--- src/rtl/pixel_ram_arbiter.sv ---
// Round-robin arbiter sharing the byte-wide pixel RAM between the window-fetch
// reader (3-byte reads) and the result writer, with read watchdog and range check.
`timescale 1ns/1ps
module pixel_ram_arbiter #(
   parameter int ADDR_WIDTH = 19,
   parameter int TIMEOUT    = 16
) (
   input  logic                  clk,
   input  logic                  rst_n,
   input  logic                  rd_req,
   input  logic [ADDR_WIDTH-1:0] rd_addr,
   output logic                  rd_gnt,
   output logic                  rd_valid,
   output logic [23:0]           rd_data,
   input  logic                  wr_req,
   input  logic [ADDR_WIDTH-1:0] wr_addr,
   input  logic [7:0]            wr_data,
   output logic                  wr_gnt,
   output logic [1:0]            ram_we,
   output logic [ADDR_WIDTH-1:0] ram_addr,
   output logic [7:0]            ram_din,
   input  logic [23:0]           ram_dout,
   input  logic                  ram_ready,
   output logic                  busy,
   input  logic                  err_clr,
   output logic                  timeout_err,
   output logic                  addr_err
);

   localparam int CW = $clog2(TIMEOUT);
   // Highest byte address whose 3-byte pixel still fits in the RAM.
   localparam logic [ADDR_WIDTH-1:0] MAX_RD = {ADDR_WIDTH{1'b1}} - ADDR_WIDTH'(2);

   typedef enum logic [1:0] {IDLE, WRITE, READ, REJECT} state_t;

   state_t                state, state_d;
   logic                  last_rd, last_rd_d;
   logic [CW-1:0]         cnt, cnt_d;
   logic [1:0]            ram_we_d;
   logic [ADDR_WIDTH-1:0] ram_addr_d;
   logic [7:0]            ram_din_d;
   logic                  rd_gnt_d, wr_gnt_d, rd_valid_d, busy_d;
   logic [23:0]           rd_data_d;
   logic                  t_set, a_set, timeout_err_d, addr_err_d;

   always_comb begin
      state_d    = state;
      last_rd_d  = last_rd;
      cnt_d      = cnt;
      ram_we_d   = ram_we;
      ram_addr_d = ram_addr;
      ram_din_d  = ram_din;
      rd_gnt_d   = 1'b0;
      wr_gnt_d   = 1'b0;
      rd_valid_d = 1'b0;
      rd_data_d  = rd_data;
      t_set      = 1'b0;
      a_set      = 1'b0;
      case (state)
         IDLE: begin
            if (rd_req && (!wr_req || !last_rd)) begin
               last_rd_d = 1'b1;
               rd_gnt_d  = 1'b1;
               if (rd_addr > MAX_RD) begin
                  state_d = REJECT;
               end else begin
                  state_d    = READ;
                  ram_we_d   = 2'b01;
                  ram_addr_d = rd_addr;
                  cnt_d      = '0;
               end
            end else if (wr_req) begin
               last_rd_d  = 1'b0;
               wr_gnt_d   = 1'b1;
               state_d    = WRITE;
               ram_we_d   = 2'b10;
               ram_addr_d = wr_addr;
               ram_din_d  = wr_data;
            end
         end
         WRITE: begin
            ram_we_d = 2'b00;
            state_d  = IDLE;
         end
         READ: begin
            if (ram_ready) begin
               rd_data_d  = ram_dout;
               rd_valid_d = 1'b1;
               ram_we_d   = 2'b00;
               state_d    = IDLE;
            end else if (cnt == CW'(TIMEOUT - 1)) begin
               rd_data_d  = '0;
               rd_valid_d = 1'b1;
               ram_we_d   = 2'b00;
               t_set      = 1'b1;
               state_d    = IDLE;
            end else begin
               cnt_d = cnt + CW'(1);
            end
         end
         REJECT: begin
            rd_data_d  = '0;
            rd_valid_d = 1'b1;
            a_set      = 1'b1;
            state_d    = IDLE;
         end
         default: begin
            ram_we_d = 2'b00;
            state_d  = IDLE;
         end
      endcase
      // A fresh error on the clearing edge keeps the flag set.
      timeout_err_d = t_set | (timeout_err & ~err_clr);
      addr_err_d    = a_set | (addr_err & ~err_clr);
      busy_d        = (state_d != IDLE);
   end

   always_ff @(posedge clk or negedge rst_n) begin
      if (!rst_n) begin
         state       <= IDLE;
         last_rd     <= 1'b0;
         cnt         <= '0;
         ram_we      <= 2'b00;
         ram_addr    <= '0;
         ram_din     <= '0;
         rd_gnt      <= 1'b0;
         wr_gnt      <= 1'b0;
         rd_valid    <= 1'b0;
         rd_data     <= '0;
         busy        <= 1'b0;
         timeout_err <= 1'b0;
         addr_err    <= 1'b0;
      end else begin
         state       <= state_d;
         last_rd     <= last_rd_d;
         cnt         <= cnt_d;
         ram_we      <= ram_we_d;
         ram_addr    <= ram_addr_d;
         ram_din     <= ram_din_d;
         rd_gnt      <= rd_gnt_d;
         wr_gnt      <= wr_gnt_d;
         rd_valid    <= rd_valid_d;
         rd_data     <= rd_data_d;
         busy        <= busy_d;
         timeout_err <= timeout_err_d;
         addr_err    <= addr_err_d;
      end
   end

endmodule

--- config.mk ---
export PLATFORM = sky130hd
export DESIGN_NAME = pixel_ram_arbiter
export DESIGN_NICKNAME = d
export VERILOG_FILES = /design/src/rtl/pixel_ram_arbiter.sv
export SDC_FILE = /design/constraint.sdc
export NUM_CORES = 1
export LEC_CHECK = 0
export CORE_MARGIN = 2
export CORE_UTILIZATION = 46
export DETAILED_ROUTE_END_ITERATION = 7
export PLACE_DENSITY = 0.88
export SYNTH_ARGS = -nofsm -noshare
export SYNTH_HDL_FRONTEND = slang
export SYNTH_SLANG_ARGS = --single-unit
--- constraint.sdc ---
create_clock -name clk -period 2.7 [get_ports clk]
set_input_delay 0.54 -clock clk [delete_from_list [all_inputs] [get_ports clk]]
set_output_delay 0.54 -clock clk [all_outputs]
set_load 0.03 [all_outputs]
==> impl_results.md <==
* Outcome: finished clean
* Core area at between 0.006 and 0.007 mm^2
* Total track usage at between 20% and 30%
* Hold Crit Class: in2async
* Share of cells above drive strength 1 at 8.42%
* Port Buffer Count at approximately 130
* Synth Net Count at about 420
* Worst-path cell chain: inv_1 > ha_1 > and2b_1 > nand2_2 > o21ai_2 > buf_4 > o21ai_0
* Fin crit share at 81.9%
* Hold-fix buffer count after cts at 0
* DRT Pass-1 Iters at 4
* Largest net degree at the start of global routing at 67
* Post-DP HPWL at roughly 6.1 mm
* Power Density at around 1200 mW/mm^2
* ANT nets after route at 0
* FP Rows at 29
* Worst-Skew Late Latency at between 0.3 and 0.4 ns
* Startpoint types: register
* Comb pwr share at 53.8%
* Worst-margin pin slew at around 0.81 ns
* Crit-path slowest cell: dfrtp_1
* Peak supply drop at approximately 0.60 mV
* Placer congestion estimate at 0.856
* Post-CTS Repair Setup Buffers at 0
* DR vias/cell at between 5 and 6
* Die Ht at between 80 and 90 um
* Routed WL at between 8 and 9 mm
* Flops & latches, synth at 66
* Sequential share of the synthesized area at 53.3%
* CP delay by family, top: buffers and inverters
* Grt total ovfl at 0
* Final nets at 550
* Cell Int Power at roughly 3.2 mW
* LEAKAGE at roughly 2 nW
* Max incr delay on CP at about 0.40 ns
* Post-Place Cell Area at between 0.004 and 0.005 mm^2
* Most common cell after layout, fill and taps aside: clkdlybuf4s50_1
* CTS buffer count at 9
* Post-CTS Resized at 0
* Synthesized area at ~0.0031 mm^2
* NetSw at 2.49 mW
* Max Slew Vio Count at 0
* Final min period at between 2 and 2.5 ns
* Worst Skew at 0.00505 ns
* Starting Density at 48.2%
* Final setup viols at 0
* Area grow syn2layout at 51.7%
* Antenna cells at 0
* Endpoint type of the worst setup path: register
* Wirelength per Cell at ~15 um
* Slew Limit Headroom at between 40% and 50%
* Buf/Inv on CP at 2
* Cells after synthesis at ~340
* Final hold vios at 0
* Most frequent cells in the layout: clkdlybuf4s50_1 (133), nand2_1 (97), dfrtp_1 (66)
* Vias at 2941
* Finished Cell Area at about 0.0047 mm^2
* Crit path max fanout at 25
* DR iter-0 viols at 169
* Die Wd at about 86 um
* CP Class: reg2reg
* IO Pins at between 100 and 150
* Number of global-route vias before repair at between 2000 and 3000
* CTS Root Cell: clkbuf_8
* RSZ-0062 raised after global routing: false
* Max-cap viol count at 0
* First-pass GRT wire length at 13.6 mm
* Setup TNS at 0 ns
* Num Clock Sinks at 66
* Sequential share of power at a little under 30%
* Clk slew on worst S/H paths at 0.08 ns
* Fmax at 452 MHz
* CTS Buffer Depth at 2
* Syn avg cell area at between 9 and 10 um^2
* Synthesis warning total at 0
* Synth unique cells at 41
* Critical path data required time at between 2 and 3 ns
* CTS tree: built
* CP arrival at around 2.4 ns
* H-Tree Depth at 3
* DRC viols at 0
* Sw Share at 43.4%
* Die ar. at 0.00741 mm^2
* Initial antenna violation count at 0
* Clock share of power at between 10% and 20%
[cells by family after synthesis]
group	after synthesis	synth area share, %
flops	66	53.3
simple gates	158	21.7
compound gates	74	15.6
fa+ha+maj	4	1.62
buf+inv	26	4.52
mux	9	3.23
[worst paths after layout]
check | start | endpoint | slack [ns] | cells past startpoint
worst max-delay path | state[0] | rd_data[23] | 0.49 | 7
worst min-delay path | rst_n | rd_data[9] | 0.38 | 2
worst max register to register | state[0] | rd_data[23] | 0.49 | 7
worst min register to register | rd_data[12] | rd_data[12] | 0.48 | 2
max in group asynchronous | rst_n | cnt[3] | 1.80 | 2
min in group clk | rd_data[12] | rd_data[12] | 0.48 | 2
[stage by stage]
stage | total power, mW | util [%] | hold slack (ns) | instances | worst slack [ns]
after floorplan | 3.59 | - | 0.244 | 337 | 0.987
after global placement | 4.72 | 69.6 | 0.463 | 536 | 0.282
after detailed placement | 4.81 | 69.6 | 0.472 | 536 | 0.261
after CTS | 5.76 | 73.2 | 0.403 | 552 | 0.480
after global routing | 6.08 | 73.2 | 0.441 | 552 | 0.236
final | 5.73 | 73.2 | 0.380 | 552 | 0.488
[registers in the layout (all words and copies together), names as in the netlist]
register	count
last_rd	1
ram_addr	19
cnt	4
rd_valid	1
wr_gnt	1
ram_we	2
addr_err	1
state	2
busy	1
timeout_err	1
ram_din	8
rd_gnt	1
rd_data	24
[power by group through the flow]
stage	combinational, mW	clock [mW]	sequential, mW
final	3.08	0.938	1.71
after CTS	3.10	0.949	1.71
after global placement	3.02	0	1.71
after global routing	3.32	0.999	1.77
after floorplan	1.05	0	2.53
after detailed placement	3.09	0	1.72
[layer usage]
layer	share of wire (%)	up-vias	global-route usage [%]
met5	0	-	0
met4	1.7	0	8.23
met3	10	13	7.41
met2	47	150	38.5
met1	41	1352	29.1
li1	-	1426	-
[area by class of cell]
type | instances | area, um^2
clock inverter | 6 | 90.1
tap | 77 | 96.3
inverter | 7 | 26.3
clock buffer | 10 | 138
multi-input combinational | 245 | 1310
sequential | 66 | 1650
fill | 463 | 1720
timing repair buffer | 141 | 1390
[cell usage after synthesis (all sizes together)]
master | n | area, um^2
o41ai | 1 | 8.76
o21a | 2 | 15.0
nor2b | 1 | 6.26
a211oi | 2 | 15.0
a22o | 1 | 8.76
clkbuf | 10 | 38.8
nor3 | 9 | 56.3
ha | 4 | 50.1
a21oi | 3 | 15.0
a21o | 2 | 15.0
nor2 | 28 | 108
buf | 9 | 75.1
nand2 | 99 | 377
o21ai | 34 | 170
mux2i | 1 | 10.0
a221o | 1 | 10.0
a21boi | 1 | 18.8
and3 | 1 | 6.26
nor3b | 1 | 7.51
a31o | 1 | 8.76
mux2 | 8 | 90.1
a32oi | 2 | 17.5
nand3 | 6 | 30.0
inv | 7 | 26.3
o2111a | 2 | 22.5
nor4 | 2 | 12.5
a31oi | 20 | 140
nand4 | 7 | 43.8
dfrtp | 66 | 1650
nand2b | 3 | 18.8
o211ai | 1 | 7.51
a32o | 1 | 10.0
and2b | 1 | 7.51
[worst reg2reg max path: cells and delay by family, from the launching register on]
family                   cells  cell delay, ns
AND/OR/NAND/NOR              2            0.39
flip-flops                   1            0.40
adder cells (fa/ha/maj)      1            0.35
buffers and inverters        2            0.47
AO/OA/AOI/OAI                2            0.47
Note: power is estimated with default switching activity, not from simulation.
